===== config.mk =====
export PLATFORM = sky130hd
export DESIGN_NAME = fpmult_round_pack_flat
export DESIGN_NICKNAME = d
export VERILOG_FILES = /design/src/rtl/fpmult_pkg.sv /design/src/rtl/fpmult_round_pack_if.sv /design/src/rtl/fpmult_round_select.sv /design/src/rtl/fpmult_round_pack.sv /design/src/flat_wrapper.sv
export SDC_FILE = /design/constraint.sdc
export NUM_CORES = 1
export LEC_CHECK = 0
export CAP_MARGIN = 10
export CORE_MARGIN = 4
export CORE_UTILIZATION = 46
export CTS_CLUSTER_DIAMETER = 60
export DETAILED_ROUTE_END_ITERATION = 8
export GPL_TIMING_DRIVEN = 0
export PLACE_DENSITY = 0.9
export SETUP_SLACK_MARGIN = 0.1
export SYNTH_ARGS = -nofsm -noshare
export SYNTH_HDL_FRONTEND = slang
export SYNTH_SLANG_ARGS = --single-unit

===== constraint.sdc =====
create_clock -name clk -period 2.45 [get_ports clk]
set_input_delay 0.245 -clock clk [delete_from_list [all_inputs] [get_ports clk]]
set_output_delay 0.245 -clock clk [all_outputs]
set_load 0.01 [all_outputs]

===== src/rtl/fpmult_pkg.sv =====
// Shared FPMult types and constants: packed IEEE-754 single layout and the
// payload carried between the rounding and packing stages.
package fpmult_pkg;

    localparam int F_EXP_W = 8;
    localparam int F_MAN_W = 23;

    localparam int              EXP_BIAS = 127;
    localparam logic [7:0]      EXP_MAX  = 8'hFF;
    localparam logic [31:0]     QNAN     = 32'h7FC00000;

    typedef struct packed {
        logic               sign;
        logic [F_EXP_W-1:0] exp;
        logic [F_MAN_W-1:0] man;
    } float_t;

    // Exponent keeps one extra bit so under/overflow survive until packing.
    typedef struct packed {
        logic               sign;
        logic [F_EXP_W:0]   e;
        logic [F_MAN_W-1:0] m;
        logic               inexact;
        logic               nan;
        logic               inf;
        logic               zero;
    } s1_t;

endpackage


===== src/rtl/fpmult_round_pack_if.sv =====
// Handshake and data bundle between the normalize stage, the round/pack block
// and its consumer.
interface fpmult_round_pack_if #(
    parameter int EXP_W = 8,
    parameter int MAN_W = 23
);
    logic                   in_valid;
    logic                   in_ready;
    logic                   Sign;
    logic [EXP_W:0]         RoundE;
    logic [EXP_W:0]         RoundEP;
    logic [MAN_W:0]         RoundM;
    logic [MAN_W:0]         RoundMP;
    logic                   G;
    logic                   R;
    logic                   S;
    logic                   SpecNaN;
    logic                   SpecInf;
    logic                   SpecZero;
    logic                   out_valid;
    logic                   out_ready;
    logic [EXP_W+MAN_W:0]   Z;
    logic                   flags_clr;
    logic                   flag_ovf;
    logic                   flag_unf;
    logic                   flag_inx;

    modport master (
        output in_valid, Sign, RoundE, RoundEP, RoundM, RoundMP, G, R, S,
               SpecNaN, SpecInf, SpecZero, out_ready, flags_clr,
        input  in_ready, out_valid, Z, flag_ovf, flag_unf, flag_inx
    );

    modport slave (
        input  in_valid, Sign, RoundE, RoundEP, RoundM, RoundMP, G, R, S,
               SpecNaN, SpecInf, SpecZero, out_ready, flags_clr,
        output in_ready, out_valid, Z, flag_ovf, flag_unf, flag_inx
    );
endinterface


===== src/rtl/fpmult_round_select.sv =====
// Round-to-nearest-even candidate select; purely combinational so FPAdd can
// reuse it in front of its own registers.
module fpmult_round_select #(
    parameter int EXP_W = 8,
    parameter int MAN_W = 23
) (
    input  logic [EXP_W:0]   round_e_i,
    input  logic [EXP_W:0]   round_ep_i,
    input  logic [MAN_W:0]   round_m_i,
    input  logic [MAN_W:0]   round_mp_i,
    input  logic             g_i,
    input  logic             r_i,
    input  logic             s_i,
    output logic [EXP_W:0]   e_o,
    output logic [MAN_W-1:0] m_o,
    output logic             inexact_o
);
    logic up;
    logic unused_m_msb;

    // Truncated candidate never carries; its top bit is structurally zero.
    assign unused_m_msb = round_m_i[MAN_W];

    assign up        = g_i & (r_i | s_i | round_m_i[0]);
    assign inexact_o = g_i | r_i | s_i;

    always_comb begin
        e_o = round_e_i;
        m_o = round_m_i[MAN_W-1:0];
        if (up) begin
            if (round_mp_i[MAN_W]) begin
                e_o = round_ep_i;
                m_o = '0;
            end else begin
                m_o = round_mp_i[MAN_W-1:0];
            end
        end
    end
endmodule


===== src/rtl/fpmult_round_pack.sv =====
// Final FPMult stage: registered RNE select, then classify/pack into an
// IEEE-754 single with sticky overflow/underflow/inexact flags.
module fpmult_round_pack
    import fpmult_pkg::*;
#(
    parameter int EXP_W = F_EXP_W,
    parameter int MAN_W = F_MAN_W
) (
    input  logic                 clk,
    input  logic                 rst,
    fpmult_round_pack_if.slave   bus
);
    s1_t        s1_d, s1_q;
    float_t     z_d, z_q;
    logic       s1_v_q, s2_v_q;
    logic       ovf_q, unf_q, inx_q;
    logic       set_ovf, set_unf, set_inx;
    logic       s1_adv, s2_adv, in_fire, s2_load;
    logic [EXP_W:0]   sel_e;
    logic [MAN_W-1:0] sel_m;
    logic             sel_inx;

    assign s2_adv  = ~s2_v_q | bus.out_ready;
    assign s1_adv  = ~s1_v_q | s2_adv;
    assign in_fire = bus.in_valid & s1_adv;
    assign s2_load = s1_v_q & s2_adv;

    fpmult_round_select #(.EXP_W(EXP_W), .MAN_W(MAN_W)) u_sel (
        .round_e_i  (bus.RoundE),
        .round_ep_i (bus.RoundEP),
        .round_m_i  (bus.RoundM),
        .round_mp_i (bus.RoundMP),
        .g_i        (bus.G),
        .r_i        (bus.R),
        .s_i        (bus.S),
        .e_o        (sel_e),
        .m_o        (sel_m),
        .inexact_o  (sel_inx)
    );

    always_comb begin
        s1_d.sign    = bus.Sign;
        s1_d.e       = sel_e;
        s1_d.m       = sel_m;
        s1_d.inexact = sel_inx;
        s1_d.nan     = bus.SpecNaN;
        s1_d.inf     = bus.SpecInf;
        s1_d.zero    = bus.SpecZero;
    end

    // Classification is done on the stage-1 register so Z and the flags
    // update together on the edge that makes the result visible.
    always_comb begin
        z_d     = '{sign: s1_q.sign, exp: s1_q.e[EXP_W-1:0], man: s1_q.m};
        set_ovf = 1'b0;
        set_unf = 1'b0;
        set_inx = s1_q.inexact;
        if (s1_q.nan) begin
            z_d     = QNAN;
            set_inx = 1'b0;
        end else if (s1_q.inf) begin
            z_d     = '{sign: s1_q.sign, exp: EXP_MAX, man: '0};
            set_inx = 1'b0;
        end else if (s1_q.zero) begin
            z_d     = '{sign: s1_q.sign, exp: '0, man: '0};
            set_inx = 1'b0;
        end else if (int'($signed(s1_q.e)) <= 0) begin
            z_d     = '{sign: s1_q.sign, exp: '0, man: '0};
            set_unf = 1'b1;
            set_inx = 1'b1;
        end else if (int'($signed(s1_q.e)) >= 2*EXP_BIAS+1) begin
            z_d     = '{sign: s1_q.sign, exp: EXP_MAX, man: '0};
            set_ovf = 1'b1;
            set_inx = 1'b1;
        end
    end

    always_ff @(posedge clk) begin
        if (rst) begin
            s1_v_q <= 1'b0;
            s2_v_q <= 1'b0;
            s1_q   <= '0;
            z_q    <= '0;
            ovf_q  <= 1'b0;
            unf_q  <= 1'b0;
            inx_q  <= 1'b0;
        end else begin
            if (s1_adv)  s1_v_q <= bus.in_valid;
            if (in_fire) s1_q   <= s1_d;
            if (s2_adv)  s2_v_q <= s1_v_q;
            if (s2_load) z_q    <= z_d;
            // Clear wins over a same-cycle set; s2_load fires once per result.
            if (bus.flags_clr) begin
                ovf_q <= 1'b0;
                unf_q <= 1'b0;
                inx_q <= 1'b0;
            end else if (s2_load) begin
                ovf_q <= ovf_q | set_ovf;
                unf_q <= unf_q | set_unf;
                inx_q <= inx_q | set_inx;
            end
        end
    end

    assign bus.in_ready  = s1_adv;
    assign bus.out_valid = s2_v_q;
    assign bus.Z         = z_q;
    assign bus.flag_ovf  = ovf_q;
    assign bus.flag_unf  = unf_q;
    assign bus.flag_inx  = inx_q;
endmodule


===== src/flat_wrapper.sv =====
// flat-port wrapper written by rule: the top's interface ports become plain ports
module fpmult_round_pack_flat import fpmult_pkg::*;
#(
    parameter int EXP_W = F_EXP_W,
    parameter int MAN_W = F_MAN_W
)
  (clk, rst, bus_in_valid, bus_Sign, bus_RoundE, bus_RoundEP, bus_RoundM, bus_RoundMP, bus_G, bus_R, bus_S, bus_SpecNaN, bus_SpecInf, bus_SpecZero, bus_out_ready, bus_flags_clr, bus_in_ready, bus_out_valid, bus_Z, bus_flag_ovf, bus_flag_unf, bus_flag_inx);
  fpmult_round_pack_if #(.EXP_W(EXP_W), .MAN_W(MAN_W)) bus_i ();
  input  logic clk;
  input  logic rst;
  input wire logic [$bits(bus_i.in_valid)-1:0] bus_in_valid;
  input wire logic [$bits(bus_i.Sign)-1:0] bus_Sign;
  input wire logic [$bits(bus_i.RoundE)-1:0] bus_RoundE;
  input wire logic [$bits(bus_i.RoundEP)-1:0] bus_RoundEP;
  input wire logic [$bits(bus_i.RoundM)-1:0] bus_RoundM;
  input wire logic [$bits(bus_i.RoundMP)-1:0] bus_RoundMP;
  input wire logic [$bits(bus_i.G)-1:0] bus_G;
  input wire logic [$bits(bus_i.R)-1:0] bus_R;
  input wire logic [$bits(bus_i.S)-1:0] bus_S;
  input wire logic [$bits(bus_i.SpecNaN)-1:0] bus_SpecNaN;
  input wire logic [$bits(bus_i.SpecInf)-1:0] bus_SpecInf;
  input wire logic [$bits(bus_i.SpecZero)-1:0] bus_SpecZero;
  input wire logic [$bits(bus_i.out_ready)-1:0] bus_out_ready;
  input wire logic [$bits(bus_i.flags_clr)-1:0] bus_flags_clr;
  output wire logic [$bits(bus_i.in_ready)-1:0] bus_in_ready;
  output wire logic [$bits(bus_i.out_valid)-1:0] bus_out_valid;
  output wire logic [$bits(bus_i.Z)-1:0] bus_Z;
  output wire logic [$bits(bus_i.flag_ovf)-1:0] bus_flag_ovf;
  output wire logic [$bits(bus_i.flag_unf)-1:0] bus_flag_unf;
  output wire logic [$bits(bus_i.flag_inx)-1:0] bus_flag_inx;
  assign bus_i.in_valid = bus_in_valid;
  assign bus_i.Sign = bus_Sign;
  assign bus_i.RoundE = bus_RoundE;
  assign bus_i.RoundEP = bus_RoundEP;
  assign bus_i.RoundM = bus_RoundM;
  assign bus_i.RoundMP = bus_RoundMP;
  assign bus_i.G = bus_G;
  assign bus_i.R = bus_R;
  assign bus_i.S = bus_S;
  assign bus_i.SpecNaN = bus_SpecNaN;
  assign bus_i.SpecInf = bus_SpecInf;
  assign bus_i.SpecZero = bus_SpecZero;
  assign bus_i.out_ready = bus_out_ready;
  assign bus_i.flags_clr = bus_flags_clr;
  assign bus_in_ready = bus_i.in_ready;
  assign bus_out_valid = bus_i.out_valid;
  assign bus_Z = bus_i.Z;
  assign bus_flag_ovf = bus_i.flag_ovf;
  assign bus_flag_unf = bus_i.flag_unf;
  assign bus_flag_inx = bus_i.flag_inx;
  fpmult_round_pack #(.EXP_W(EXP_W), .MAN_W(MAN_W)) u_core (.clk(clk), .rst(rst), .bus(bus_i));
endmodule

==> results <==
- The number of antenna violations at the first check in global routing came to 0.
- Global routing consumed, over all layers together, 21.7% of the routing resources.
- At the worst endpoint, the required time is 2700 ps.
- From synthesis to final layout, the design area changed by 44.3%.
- The final clock skew is 5.93 ps.
- The library cell occupying the most area in the post-synthesis netlist is sky130_fd_sc_hd__dfxtp_1.
- After legalization and detailed placement, the total HPWL measured 7.28 mm.
- The total power divided by cell area is 627 nW/µm².
- The summed instance area of the synthesized netlist is 3390 µm².
- The path depth of the worst reg2reg path is 7.
- The number of nets in the final layout is 580.
- The leading register cell type out of synthesis is sky130_fd_sc_hd__dfxtp_1.
- The first-iteration detailed-routing DRC count is 135.
- The type of destination of the critical path is a flop.
- The final number of max-transition violations is 0.
- The depth of the worst hold-timing path is 2.
- After detailed routing, the average wire length per cell comes to 15.2 µm.
- In this run the tightest slew margin relative to its limit is 57.7%.
- The number of H-tree levels is 3.
- The total die area is 8800 µm².
- The worst setup slack before clock tree synthesis is 452 ps.
- The most common cell in the synthesized netlist is sky130_fd_sc_hd__dfxtp_1.
- In this run the remaining antenna-violating nets after routing total 0.
- The actual transition at the worst max-transition pin is 629 ps.
- The hold violation count in the final report is 0.
- For this design the static power due to leakage is 1.75 nW.
- In this run the clock root is driven by a sky130_fd_sc_hd__clkbuf_8.
- The via count of the first global-routing pass is 3218.
- The CTS buffer count is 9.
- After synthesis, the netlist uses 45 different library cells.
- The finished cells cover 4890 µm².
- The longest clock path from root to sink contains 2 buffers.
- The endpoint arrival time on the critical path is 2260 ps.
- The sum of negative setup slack is 0 ps.
- The cell area reported after detailed placement is 4630 µm².
- In this run the biggest area consumer among cell types represents 43.7% of the synthesized area.
- Based on the critical path, the design can be clocked at up to 0.498 GHz.
- After floorplanning, the core was sized to cover 7210 µm².
- The CTS tree is yes.
- The first detailed-routing pass took 5 iterations.
- The routed via count is 3254.
- The worst setup path is launched from a flop.
- The clock latency on the worst-skew pair is 360 ps.
- By count the netlist is led by sky130_fd_sc_hd__dfxtp_1, sky130_fd_sc_hd__nor2_1, sky130_fd_sc_hd__a21oi_1.
- By area the synthesized netlist is led by sky130_fd_sc_hd__dfxtp_1, sky130_fd_sc_hd__nor2_1, sky130_fd_sc_hd__a21oi_1.
- In this run, placement finished with an instance count of 589.
- VDD sags by at most 0.325 mV.
- Once layout is complete, the cells apart from fillers number 604.
- Synthesis produced a netlist whose cell count is 378.
- The fraction of layout cells with a size suffix above 1 is 12.5%.
- The average instance in the mapped netlist occupies 8.96 µm².
- In the routed layout, each cell is associated on average with a via count of 5.39.
- The worst hold margin is 355 ps.
- The post-CTS resize count is 0.
- The number of setup violations in the final report is 0.
- The sum of overflow across all layers after global routing is 0.
- The number of hold buffers added after CTS was 0.
- The total nets after synthesis is 457.
- Setup repair after global routing left no endpoint under its margin.
- The floorplan die height is 93.8 µm.
- The critical path in this run is classified as reg2reg.
- The clock-pin slew of the registers on the worst-case setup and hold paths is 70 ps.
- The wire length of the first global-routing pass is 15.1 mm.
- The total chip power is 3.06 mW.
- The overall routed net length is 9.19 mm.
- The clock sink count is 74.
- The post-route core utilization is 67.7%.
- Entering global routing, the biggest net connects 13 pins.
- Yosys printed 0 warnings.
- The total of max-cap violations is 0.
- The share of the clock period used by the worst path is 82.0%.
- Subtracting the final worst setup slack from the clock period gives 2010 ps.
- Input and output buffers added on the ports amount to 112.
- The number of flops mapped to enable cells by yosys is 0.
- The width of the die is 93.8 µm.
- The number of buffers inserted by post-CTS setup repair is 0.
- The worst hold path belongs to the class in2reg.
- The total DRC errors in the routed layout is 0.
- In this run, synthesis produced a sequential element count of 74.
- The run finished with clean final reports.
- The largest fanout of any net on the critical path is 10.
- In the synthesized netlist the async set-or-reset flop fraction comes to 0%.
- The starting utilization of the core area is 46.9%.
- The floorplan has 31 rows.
- The sequential cell area fraction in the yosys report is 43.7%.
- Setup slack on the critical path of the routed design comes to 442 ps.
- The weighted congestion at the end of routability-driven global placement is 0.813.
- 0 antenna diodes ended up in the layout.
- In this run the count of I/O pins placed on the die edge is 115.
==> power breakdown <==
group          internal [mW]  switching (mW)  leakage (nW)
clock                  0.770           0.444         0.129
combinational          0.273           0.252          1.01
sequential              1.27          0.0538         0.608
total                   2.31           0.749          1.75
==> registers in the layout, summed over array words and instances, names as in the netlist <==
| register | cells |
|---|---|
| u_core.bus.Z | 32 |
| u_core.bus.flag_inx | 1 |
| u_core.bus.flag_ovf | 1 |
| u_core.bus.flag_unf | 1 |
| u_core.bus.out_valid | 1 |
| u_core.s1_q | 37 |
| u_core.s1_v_q | 1 |
==> area by class of cell <==
cell class | count | area, µm²
Fill cell | 575 | 2330
Multi-Input combinational cell | 270 | 1720
Sequential cell | 74 | 1480
Timing Repair Buffer | 112 | 1120
Buffer | 30 | 166
Clock inverter | 6 | 130
Clock buffer | 9 | 124
Tap cell | 99 | 124
Inverter | 4 | 15.0
==> kinds of logic after synthesis <==
| group | after synthesis | share of synthesized area (%) |
|---|---|---|
| adder cells (fa/ha/maj) | 1 | 0.369 |
| AND/OR/NAND/NOR | 139 | 21.3 |
| multiplexers | 15 | 4.95 |
| XOR/XNOR | 1 | 0.259 |
| flip-flops | 74 | 43.7 |
| buffers and inverters | 34 | 5.36 |
| AO/OA/AOI/OAI | 114 | 24.0 |
==> layout by cell type, fill, tap and decap left out, types with 9 or more instances in the layout <==
master / instances
sky130_fd_sc_hd__a21oi_1: 37
sky130_fd_sc_hd__nor2_1: 51
sky130_fd_sc_hd__a211oi_2: 9
sky130_fd_sc_hd__mux2i_1: 13
sky130_fd_sc_hd__clkbuf_8: 9
sky130_fd_sc_hd__nor3b_1: 23
sky130_fd_sc_hd__o21ai_1: 12
sky130_fd_sc_hd__clkbuf_1: 12
sky130_fd_sc_hd__dfxtp_1: 74
sky130_fd_sc_hd__o21ai_2: 10
sky130_fd_sc_hd__a211oi_1: 24
sky130_fd_sc_hd__o21ai_0: 10
sky130_fd_sc_hd__nand3_1: 19
sky130_fd_sc_hd__buf_2: 10
sky130_fd_sc_hd__clkdlybuf4s50_1: 112
sky130_fd_sc_hd__nand2_1: 25
==> critical path, stage by stage (launching register included) <==
cell and delay [ps]:
sky130_fd_sc_hd__dfxtp_1 430, sky130_fd_sc_hd__nand4_1 160, sky130_fd_sc_hd__nor2_1 140, sky130_fd_sc_hd__ha_1 320
sky130_fd_sc_hd__and4_1 270, sky130_fd_sc_hd__mux2i_4 320, sky130_fd_sc_hd__buf_8 200, sky130_fd_sc_hd__o21ai_2 70
==> layer usage <==
metal | track usage (%) | routed length, µm | part of all wire [%] | vias to the layer above
met4 | 8.66 | 215 | 2.3 | 0
li1 | - | - | - | 1611
met2 | 36.9 | 4540 | 49 | 114
met3 | 3.93 | 638 | 6.9 | 17
met5 | 0 | 0 | 0 | -
met1 | 26.9 | 3800 | 41 | 1512
==> final timing paths <==
| check | start | to | slack, ps |
|---|---|---|---|
| max | u_core.s1_q[28] | u_core.bus.Z[10] | 440 |
| min | rst | u_core.s1_q[11] | 350 |
| max reg2reg | u_core.s1_q[28] | u_core.bus.Z[10] | 440 |
| min reg2reg | u_core.bus.Z[2] | u_core.bus.Z[2] | 450 |
No activity file was read; power rests on OpenSTA's default activity.
==> edit 1 (same settings) <==
`F_EXP_W`: 8 -> 10.
--- a/src/rtl/fpmult_pkg.sv
+++ b/src/rtl/fpmult_pkg.sv
@@ -2,7 +2,7 @@
 // payload carried between the rounding and packing stages.
 package fpmult_pkg;
 
-    localparam int F_EXP_W = 8;
+    localparam int F_EXP_W = 10;
     localparam int F_MAN_W = 23;
 
     localparam int              EXP_BIAS = 127;
Interface: changed (resized bus_RoundE, bus_RoundEP and bus_Z); port bits go from 115 to 121. The function was not compared with the original's and may differ.
==> edit 1 against the original RTL <==
- non-clock buffer count is 6 higher
- wire length is 5.3% higher
- first-iteration DRC count is 47% higher
- sequential power is 5% higher
- register-to-register slack better by 330 ps
- power is 9.8% lower
- sequential cell count is 4 higher
- worst setup slack better by 230 ps
- synthesized area is 5.9% lower
- synthesized cell count is 5.0% lower
- final area is 4.7% lower
- sequential share of layout area is 3.2 points higher
==> edit 1: results (changes against the original RTL) <==
| Metric | Value |
|---|---|
| Post-Route WL | 9680 µm (+5.3%) |
| DR vias | 3242 (-0.37%) |
| Inst Count DP | 557 (-5.4%) |
| Sequential area share after synthesis | 0.490 (+0.0524) |
| Max Freq | 561 MHz (+13%) |
| Area after DPL | 4470 µm² (-3.5%) |
| Top post-synthesis cells by area | dfxtp_1 49%, a211oi_1 8.2%, nor2_1 6.1% |
| Synth cell types | 32 (-29%) |
| Critical Path Sink | u_core.s1_q[15]$_SDFFE_PP0P_ |
| Pre-CTS setup slack | 331 ps (-121 ps) |
| Cell Pwr Density | 593 nW/µm² (-5.4%) |
| Port Buffers | 118 (+5.4%) |
| Largest register FFs | 39 (+5.4%) |
| Clock Power Share | 0.332 (-0.064) |
| Pint | 1.97 mW (-15%) |
| Cell family with most CP delay | buffers and inverters |
| CP max-delay cell | clkdlybuf4s50_1 |
| FF-to-FF setup slack | 770 ps (+330 ps) |
| Setup crit start | bus_S |
| Status | complete, no violations |
| R2r worst-path depth | 6 (-1) |
| Worst R2R Start | u_core.bus.out_valid$_SDFFE_PP0P_ |
| Hold Path Sink | u_core.bus.Z[22]$_SDFFE_PP0P_ |
| Leak Pwr | 1.73 nW (-1.2%) |
| Final cell count without fillers | 573 (-5.1%) |
| Vias in the first global route | 3299 (+2.5%) |
| CP arrival | 2010 ps (-250 ps) |
-- edit 1: routing by layer --
| layer | vias to the layer above | global-route usage | share of wire |
|---|---|---|---|
| li1 | 1560 | - | - |
| met1 | 1529 | 0.292 | 0.42 |
| met2 | 127 | 0.395 | 0.50 |
| met3 | 26 | 0.0489 | 0.055 |
| met4 | 0 | 0.127 | 0.033 |
| met5 | - | 0 | 0 |
-- edit 1: layout make-up --
class	instances	area, µm²
repair buffers	118	1180
inverters	4	15.0
clock inverters	7	62.6
multi-input cells	247	1470
plain buffers	30	145
flip-flops and latches	78	1560
fillers	526	2100
clock buffers	9	124
well taps	80	100
-- edit 1: logic make-up (layout without fill, tap and decap cells) --
kind of cell / after synthesis / count (layout) / synth area share
AND/OR/NAND/NOR: 156 / 156 / 0.254
buffers and inverters: 34 / 168 / 0.0502
AO/OA/AOI/OAI: 91 / 91 / 0.206
flip-flops: 78 / 78 / 0.490
==> edit 2 (config.mk and constraints unchanged) <==
Without the edit above. Make the reset (`rst`) asynchronous in one clocked block.
--- a/src/rtl/fpmult_round_pack.sv
+++ b/src/rtl/fpmult_round_pack.sv
@@ -75,7 +75,7 @@
         end
     end
 
-    always_ff @(posedge clk) begin
+    always_ff @(posedge clk or posedge rst) begin
         if (rst) begin
             s1_v_q <= 1'b0;
             s2_v_q <= 1'b0;
Formal check against the unedited RTL: differs if rst is asserted again (counterexample within 4 cycles, from zero or initial values and one cycle with rst high); with rst held inactive, the same outputs for 4 cycles.
==> edit 2 against the original RTL <==
- via count shrank 13%
- sequential cell count did not move
- final area is 2.5% lower
- count of clock-buffer cells in the layout is 3 higher
- synthesized area decreased by 3.1%
- power rose by 3.3%
- non-clock buffer count fell by 7
- clock power down 12%
- worst setup slack got worse by 240 ps
- largest power group unchanged
- wire length is 5.5% lower
==> edit 2: results (changes against the original RTL) <==
| Metric | Value |
|---|---|
| Fraction of area in multi-input gates | 0.278 (-0.0747) |
| Port Buffers | 113 (+0.89%) |
| GR Layer Usage met2 | 0.371 (+0.00198) |
| Post-detail-place hpwl | 6710 µm (-7.9%) |
| Synthesized instance count | 310 (-18%) |
| Avg WL per Cell | 16.2 µm (+6.7%) |
| Clock skew | 12.5 ps (+6.56 ps) |
| Max Freq | 445 MHz (-11%) |
| Final cell count without fillers | 535 (-11%) |
| Worst Hold Class | in2async |
| Met2 WL | 4440 µm (-2.2%) |
| Top post-synthesis cells by area | dfrtp_1 56%, a22o_1 5.9%, nor3b_1 5.3% |
| Post-layout util | 0.693 (+0.0162) |
| Drt pass-1 iters | 4 (-1) |
| FF-to-FF setup slack | 200 ps (-240 ps) |
| Most frequent cells after synthesis | 74 x dfrtp_1, 38 x nand2_1, 24 x a21oi_1, 24 x o21ai_0, 23 x nor3b_1 |
| Setup crit start | u_core.s1_q[32]$_DFFE_PP0P_ |
| Met3 Resource Use GR | 0.0390 (-0.000270) |
| Wire length on met3 | 478 µm (-25%) |
| Non-clock buffers | 135 (-4.9%) |
| Inst Count DP | 519 (-12%) |
| Status | complete, no violations |
| Leak Pwr | 2.02 nW (+15%) |
| VDD IR max | 336 µV (+3.2%) |
| GPL Wtd Cong | 0.836 (+2.8%) |
| Register area | 1850 µm² (+25%) |
| Vias in the first global route | 2872 (-11%) |
| Syn Nets | 389 (-15%) |
| Non-clk invs | 2 (-2) |
| Total track usage | 0.210 (-0.00647) |
| First-pass GRT wire length | 14000 µm (-7.6%) |
| WHS | 428 ps (+73.4 ps) |
| Initial DRC Count | 116 (-14%) |
==> edit 2: changes by cell type after synthesis, moves of 9 or more <==
| cell | change |
|---|---|
| a211oi_1 | -14 |
| a22o_1 | +22 |
| a211oi_2 | -9 |
| dfrtp_1 | +74 |
| dfxtp_1 | -74 |
| o21ai_2 | -10 |
| o21ai_0 | +14 |
| nand2_1 | +13 |
| nand3_1 | -19 |
| nor2_1 | -29 |
| a21oi_1 | -13 |
==> edit 2: kinds of logic after synthesis <==
kind of cell    Yosys count  synth area share
compound gates           97             0.193
fa+ha+maj                 1           0.00381
buf+inv                  24            0.0317
flops                    74             0.564
mux                      14            0.0442
simple gates            100             0.163
==> edit 2: report_power, final <==
| group | internal, mW | switching [mW] | leakage, nW |
|---|---|---|---|
| clock network | 0.630 | 0.441 | 0.117 |
| logic | 0.340 | 0.285 | 0.964 |
| registers | 1.37 | 0.102 | 0.935 |
